File: config.mk
export PLATFORM = sky130hd
export DESIGN_NAME = alu_pipe_issue_ctrl
export DESIGN_NICKNAME = d
export VERILOG_FILES = /design/src/rtl/alu_pipe_issue_ctrl.sv
export SDC_FILE = /design/constraint.sdc
export NUM_CORES = 1
export LEC_CHECK = 0
export BUFFER_PORTS_ARGS = -buffer_cell sky130_fd_sc_hd__clkbuf_2
export CAP_MARGIN = 20
export CORE_AREA = 10 10 69 100
export DETAILED_ROUTE_END_ITERATION = 8
export DIE_AREA = 0 0 79 110
export PLACE_DENSITY_LB_ADDON = 0.2
export SYNTH_ARGS = -nofsm -noshare
export SYNTH_HDL_FRONTEND = slang
export SYNTH_SLANG_ARGS = --single-unit
File: constraint.sdc
create_clock -name clk -period 3.32 [get_ports clk]
set_clock_uncertainty 0.15 [all_clocks]
set_input_delay 0.664 -clock clk [delete_from_list [all_inputs] [get_ports clk]]
set_output_delay 0.664 -clock clk [all_outputs]
set_load 0.02 [all_outputs]
File: src/rtl/alu_pipe_issue_ctrl.sv
// alu_pipe_issue_ctrl
//
// Issue-side driver and result collector for the 3-stage pipelined ALU.
//
// Ops arrive on a valid/ready handshake. Each part of the control word is
// delivered to the ALU in the stage that uses it:
//   - alu_ctrl[7:4] goes out in the issue cycle, together with the operands.
//   - alu_ctrl[2:0] goes out one active cycle later.
//   - alu_ctrl[3] and alu_cin go out two active cycles later.
//
// A valid/tag shift register runs in lock-step with the ALU stages. The ALU
// results, tagged, are presented on a valid/ready output handshake that
// supports full backpressure. The whole pipe advances only when the output
// stage is empty or is being drained.
//
// Ports:
//   clk, reset_n              clock; synchronous active-low reset
//   in_valid/in_ready         op handshake (in_ready is combinational from out_ready)
//   in_a, in_b                operands
//   in_ctrl, in_cin, in_tag   control word, carry-in and destination tag of the op
//   flush                     synchronous kill of every in-flight op
//   alu_a, alu_b              operands to the ALU (zero when no op is issued)
//   alu_ctrl, alu_cin         control word and carry-in to the ALU, skewed per stage
//   alu_pipe_active           ALU pipeline enable
//   alu_out, alu_cout         ALU result and carry-out
//   out_valid/out_ready       result handshake
//   out_data, out_cout        result, passed through from the ALU
//   out_tag                   tag of the result
//
// Optional build macro ALU_PIPE_ISSUE_STATS_EN adds three 32-bit wrapping
// counters: stat_issued, stat_retired and stat_stall. All three clear on
// reset and on flush.
module alu_pipe_issue_ctrl #(
   parameter int REG_WIDTH  = 16,
   parameter int TAG_WIDTH  = 4,
   parameter int PIPE_DEPTH = 3
) (
   input  logic                 clk,
   input  logic                 reset_n,
   input  logic                 in_valid,
   output logic                 in_ready,
   input  logic [REG_WIDTH-1:0] in_a,
   input  logic [REG_WIDTH-1:0] in_b,
   input  logic [7:0]           in_ctrl,
   input  logic                 in_cin,
   input  logic [TAG_WIDTH-1:0] in_tag,
   input  logic                 flush,
   output logic [REG_WIDTH-1:0] alu_a,
   output logic [REG_WIDTH-1:0] alu_b,
   output logic [7:0]           alu_ctrl,
   output logic                 alu_cin,
   output logic                 alu_pipe_active,
   input  logic [REG_WIDTH-1:0] alu_out,
   input  logic                 alu_cout,
   output logic                 out_valid,
   input  logic                 out_ready,
   output logic [REG_WIDTH-1:0] out_data,
   output logic                 out_cout,
   output logic [TAG_WIDTH-1:0] out_tag
`ifdef ALU_PIPE_ISSUE_STATS_EN
   ,
   output logic [31:0]          stat_issued,
   output logic [31:0]          stat_retired,
   output logic [31:0]          stat_stall
`endif
);

   // The skew and tracking structure below is hard-wired for three ALU stages.
   if (PIPE_DEPTH != 3) begin : g_depth_check
      $error("alu_pipe_issue_ctrl: PIPE_DEPTH must be 3");
   end

   logic                 adv;
   logic                 accept;
   logic                 vld_p0, vld_p1, vld_p2;
   logic [TAG_WIDTH-1:0] tag_p0, tag_p1, tag_p2;
   logic [2:0]           ctrl_lo_p1;
   logic                 ctrl_b3_p1, cin_p1;
   logic                 ctrl_b3_p2, cin_p2;

   // The pipe stalls only when the output stage holds a result that is not
   // being taken. A bubble in any earlier stage never stalls the pipe.
   assign adv             = ~vld_p2 | out_ready;
   assign alu_pipe_active = ~reset_n | adv;
   assign in_ready        = ~reset_n | (adv & ~flush);
   // Ops offered while the block is in reset are dropped.
   assign accept          = reset_n & in_valid & in_ready;

   // Stage 0 (issue): operands and ctrl[7:4] go straight through to the ALU.
   assign alu_a    = accept ? in_a : '0;
   assign alu_b    = accept ? in_b : '0;
   assign alu_ctrl = {(accept ? in_ctrl[7:4] : 4'h0), ctrl_b3_p2, ctrl_lo_p1};
   assign alu_cin  = cin_p2;

   assign out_valid = vld_p2;
   assign out_tag   = tag_p2;
   assign out_data  = alu_out;
   assign out_cout  = alu_cout;

   // Valid bits and skew registers. A flush clears these even while the pipe
   // is stalled, so that nothing issued before the flush can resurface.
   always_ff @(posedge clk) begin
      if (!reset_n || flush) begin
         vld_p0     <= 1'b0;
         vld_p1     <= 1'b0;
         vld_p2     <= 1'b0;
         ctrl_lo_p1 <= 3'b000;
         ctrl_b3_p1 <= 1'b0;
         cin_p1     <= 1'b0;
         ctrl_b3_p2 <= 1'b0;
         cin_p2     <= 1'b0;
      end else if (adv) begin
         vld_p0     <= accept;
         vld_p1     <= vld_p0;
         vld_p2     <= vld_p1;
         // Stage 1: ctrl[2:0] is consumed here. ctrl[3] and cin move one stage on.
         ctrl_lo_p1 <= accept ? in_ctrl[2:0] : 3'b000;
         ctrl_b3_p1 <= accept & in_ctrl[3];
         cin_p1     <= accept & in_cin;
         // Stage 2: ctrl[3] and cin are consumed here.
         ctrl_b3_p2 <= ctrl_b3_p1;
         cin_p2     <= cin_p1;
      end
   end

   // Tags travel with the valid bits. The valid bits alone decide whether a
   // tag is meaningful, so a flush does not need to clear the tags.
   always_ff @(posedge clk) begin
      if (!reset_n) begin
         tag_p0 <= '0;
         tag_p1 <= '0;
         tag_p2 <= '0;
      end else if (adv) begin
         tag_p0 <= in_tag;
         tag_p1 <= tag_p0;
         tag_p2 <= tag_p1;
      end
   end

`ifdef ALU_PIPE_ISSUE_STATS_EN
   always_ff @(posedge clk) begin
      if (!reset_n || flush) begin
         stat_issued  <= '0;
         stat_retired <= '0;
         stat_stall   <= '0;
      end else begin
         if (accept)
            stat_issued <= stat_issued + 32'd1;
         if (vld_p2 && out_ready)
            stat_retired <= stat_retired + 32'd1;
         if (vld_p2 && !out_ready)
            stat_stall <= stat_stall + 32'd1;
      end
   end
`endif

endmodule
**After elaboration in Yosys (flattened, before gate mapping)**

Cells that the tools add are included.

- Input bits: 67
- Register bits: 22

- Reductions and logical operators: 2
- Bitwise operators: 11
- Mux-type cells: 4

Operator list:

| operator | count |
|---|---|
| $mux 16 | 2 |
| $and 1x1->1 | 5 |
| $mux 4 | 1 |
| $mux 3 | 1 |
| $not 1->1 | 3 |
| $or 1x1->1 | 3 |
| $logic_not 1->1 | 1 |
| $logic_or 1x1->1 | 1 |

**Logic depth before layout (Yosys ltp)**

- Word-level depth: 6
- Mapped depth: 5
- Gate-level depth less buffers: 3

**Worst setup path before layout**

No wires, ideal clock.

- Path type: input to output
- From: in out_ready
- To: out alu_b[10]
- Path buffers: 2
- Stages: 5
- Setup slack: 1.022 ns
- Data required time: 2.506 ns
- Data arrival time: 1.484 ns
- Path through: nor2b_4 buf_6 nor3_4 buf_6 and2_1

- Word-level cells in the longest chain between the ends: 5

RTL lines:

| item | line | RTL |
|---|---|---|
| start, declared | 56 | `input logic out_ready,` |
| $or 1x1->1 | 83 | `assign adv = ~vld_p2 \| out_ready;` |
| $and 1x1->1 | 85 | `assign in_ready = ~reset_n \| (adv & ~flush);` |
| $or 1x1->1 | 85 |  |
| $and 1x1->1 | 87 | `assign accept = reset_n & in_valid & in_ready;` |
| $mux 16 | 91 | `assign alu_b = accept ? in_b : '0;` |
| end, declared | 49 | `output logic [REG_WIDTH-1:0] alu_b,` |

No other way between the ends.

**Worst setup path after layout**

- From: in reset_n
- To: out alu_a[12]

- Word-level cells in the longest chain between the ends: 4
- Elaborated cells on any way between the ends: 5

RTL lines:

| item | line | RTL |
|---|---|---|
| start, declared | 39 | `input logic reset_n,` |
| $not 1->1 | 85 |  |
| $or 1x1->1 | 85 |  |
| $and 1x1->1 (*) | 87 |  |
| $mux 16 (*) | 90 | `assign alu_a = accept ? in_a : '0;` |
| end, declared | 48 | `output logic [REG_WIDTH-1:0] alu_a,` |

Mark *: on every way between the ends. The rest lies on a longest branch, timed or not.

==> results by group <==
Clock tree
  – CTS resizes: 0
  – Clock Path Buffers: 2
  – Clock transition at path regs: ~0.070 ns
  – Setup Buffers After CTS: 0
  – Clock Tree Root: clkbuf_8
  – Worst-Skew Late Latency: between 0.2 and 0.3 ns
  – CTS tree: yes
  – H-tree depth: 1
  – CTS Buf Count: 3
  – Clock sinks: 22
  – CTS Hold Bufs: 0

Global routing
  – Met3 Use GR: 0.0624
  – Grt ovf: 0
  – Routing usage on met1: 0.0977
  – First-pass GRT wire length: approximately 6400 um
  – Top Usage Layer GRT: met2
  – Largest net degree at the start of global routing: 38
  – Total GRT Usage: 0.0892
  – Vias in the first global route: about 1200
  – Antenna violations before repair: 0
  – M2 GR Usage: 0.137

Synth
  – Post-synth EDFFs: 0
  – Most used DFF post-synth: dfxtp_1
  – Area share of the largest cell type after synthesis: 0.357
  – Count leader, synth: nand2_1
  – Commonest cells post-synth: nand2_1, and2_1, dfxtp_1, buf_4, a21boi_0
  – Mapped cell area: roughly 1200 um2
  – Yosys reg bits: 22
  – Synth area leaders: dfxtp_1, and2_1, nand2_1
  – Syn_nets: between 200 and 250
  – Yosys cell types: 16
  – Mean Syn Cell Area: 7.86 um2
  – Largest area contributor in the netlist: dfxtp_1
  – Register area share after synthesis: 0.357
  – Post-synth ARST share: 0
  – Mapped Cells: about 160
  – Ys Warns: 0

Drt
  – Post-route ant nets: 0
  – Via count: roughly 1200
  – First-pass DRT Iterations: 4
  – Routed len/inst: 13.9 um
  – Post-route DRC: 0
  – Via density: just over 4
  – WL final: ~4200 um
  – Initial DRC count: 32

Finish
  – Non-Filler Instances: 300
  – Area Overhead vs Synth: 35.1%
  – Share of layout cells above drive strength 1: 0.453
  – Ant diodes: 0
  – Layout fillers: around 570
  – Nets: 300
  – Final Util: 0.325

Worst hold path
  – Hold Path Class: flip-flop to flip-flop
  – Worst Hold End: ctrl_b3_p1$_SDFFE_PP0P_
  – Startpoint of the worst hold path: ctrl_b3_p1$_SDFFE_PP0P_
  – Hold path depth: 2

Placement
  – Routability cong.: 0.778
  – Detailed Place HPWL: between 3000 and 4000 um
  – Post-place setup slack: slightly above 0.7 ns
  – Placed Cells: around 300
  – PortBufs: slightly below 100

STA
  – Fin worst setup slack: between 0.7 and 0.8 ns
  – Tightest Pin Transition: 0.766 ns
  – Final hold viol count: 0
  – Fmax: 0.391 GHz
  – Period utilisation layout: 0.771
  – Final Max Slew Viols: 0
  – Unrepaired setup endpoints after global routing: false
  – Sum Neg Setup Slack: 0 ns
  – Period minus WS final: approximately 2.6 ns
  – Slew HR: 0.489
  – Final-report setup violation count: 0

Status
  – Status: complete, no violations

Critical path
  – R2R depth: 3
  – CP Launch Type: input port
  – Crit Path Max Fanout: 37
  – Crit path DAT: ~1.8 ns
  – Worst path required time: between 2 and 3 ns
  – Crit path capture type: output pin
  – Reg2reg start: out_valid$_SDFFE_PP0P_
  – Crit path kind: input port to output pin
  – Flop2flop setup slack: approximately 1.9 ns
  – Reg-to-Reg End: ctrl_lo_p1[0]$_SDFFE_PP0P_

Power and ir drop
  – Leak: between 0.8 and 0.9 nW
  – PwrDens: roughly 330 nW/um2
  – Maximum vdd drop: ~0.00019 V

Die
  – Die X: 79 um
  – # IOs: roughly 130
  – Full die area: around 8700 um2
  – Core ar.: between 5000 and 6000 um2
  – FP Rows: 32
  – Initial Util: 0.241
  – DIE HEIGHT: 110 um

Job
  – Max cap viols: 0
-- metrics by stage --
stage	cell area (um2)	hold slack, ns	power [mW]
after floorplan	1230	0.276	0.360
after global placement	1610	0.291	0.376
after detailed placement	1610	0.293	0.376
after CTS	1670	0.304	0.566
after global routing	1670	0.329	0.586
final	1670	0.304	0.555
-- worst max-delay path by stage --
stage                         start   endpoint  slack [ns]  cells after the start
after floorplan           out_ready  alu_b[10]        1.02                      5
after global placement      reset_n  alu_a[11]        0.70                      6
after detailed placement    reset_n  alu_a[12]        0.73                      6
after CTS                   reset_n  alu_a[12]        0.73                      6
after global routing        reset_n   alu_b[8]        0.61                      6
final                       reset_n  alu_a[12]        0.76                      6
-- layout by cell type, fill, tap and decap left out --
| master | count |
|---|---|
| a21oi_1 | 8 |
| clkbuf_2 | 97 |
| buf_4 | 2 |
| nor2_1 | 3 |
| a21o_1 | 1 |
| nor3_4 | 1 |
| o21ai_0 | 1 |
| dfxtp_1 | 22 |
| nand2_1 | 37 |
| nand3_1 | 5 |
| a21boi_0 | 12 |
| clkbuf_8 | 4 |
| and2_1 | 36 |
| nand2b_1 | 2 |
| nor2b_4 | 1 |
-- sequential cells by signal, summed over array words and instances (netlist names), 3 cells and up --
name and cells:
out_tag 4, tag_p0 4, tag_p1 4, ctrl_lo_p1 3
-- final cells by class --
type	count	area, um2	share of cell area
Tap cell	68	85.1	0.0511
Timing Repair Buffer	99	500	0.300
Multi-Input combinational cell	107	586	0.351
Sequential cell	22	440	0.264
Clock buffer	4	55.1	0.0330
-- where the power goes --
part | total (mW) | internal (mW) | switching (mW)
sequential | 0.276 | 0.272 | 0.00404
clock | 0.187 | 0.105 | 0.0819
combinational | 0.0914 | 0.0431 | 0.0483
-- critical path, stage by stage --
cell	delay, ns
clkbuf_2	0.22
nand2_1	0.13
nor3_4	0.11
buf_4	0.27
and2_1	0.16
clkbuf_2	0.18
-- routing by layer --
| metal | vias to the layer above | routed length (um) |
|---|---|---|
| met4 | 0 | 18 |
| met5 | - | 0 |
| met2 | 104 | 1650 |
| met1 | 510 | 1730 |
| li1 | 620 | - |
| met3 | 2 | 776 |
-- cells by family after synthesis --
group | Yosys count | share of synthesized area
simple gates | 85 | 0.359
buf+inv | 28 | 0.168
flops | 22 | 0.357
compound gates | 22 | 0.116
(Power assumes the default switching activity.)
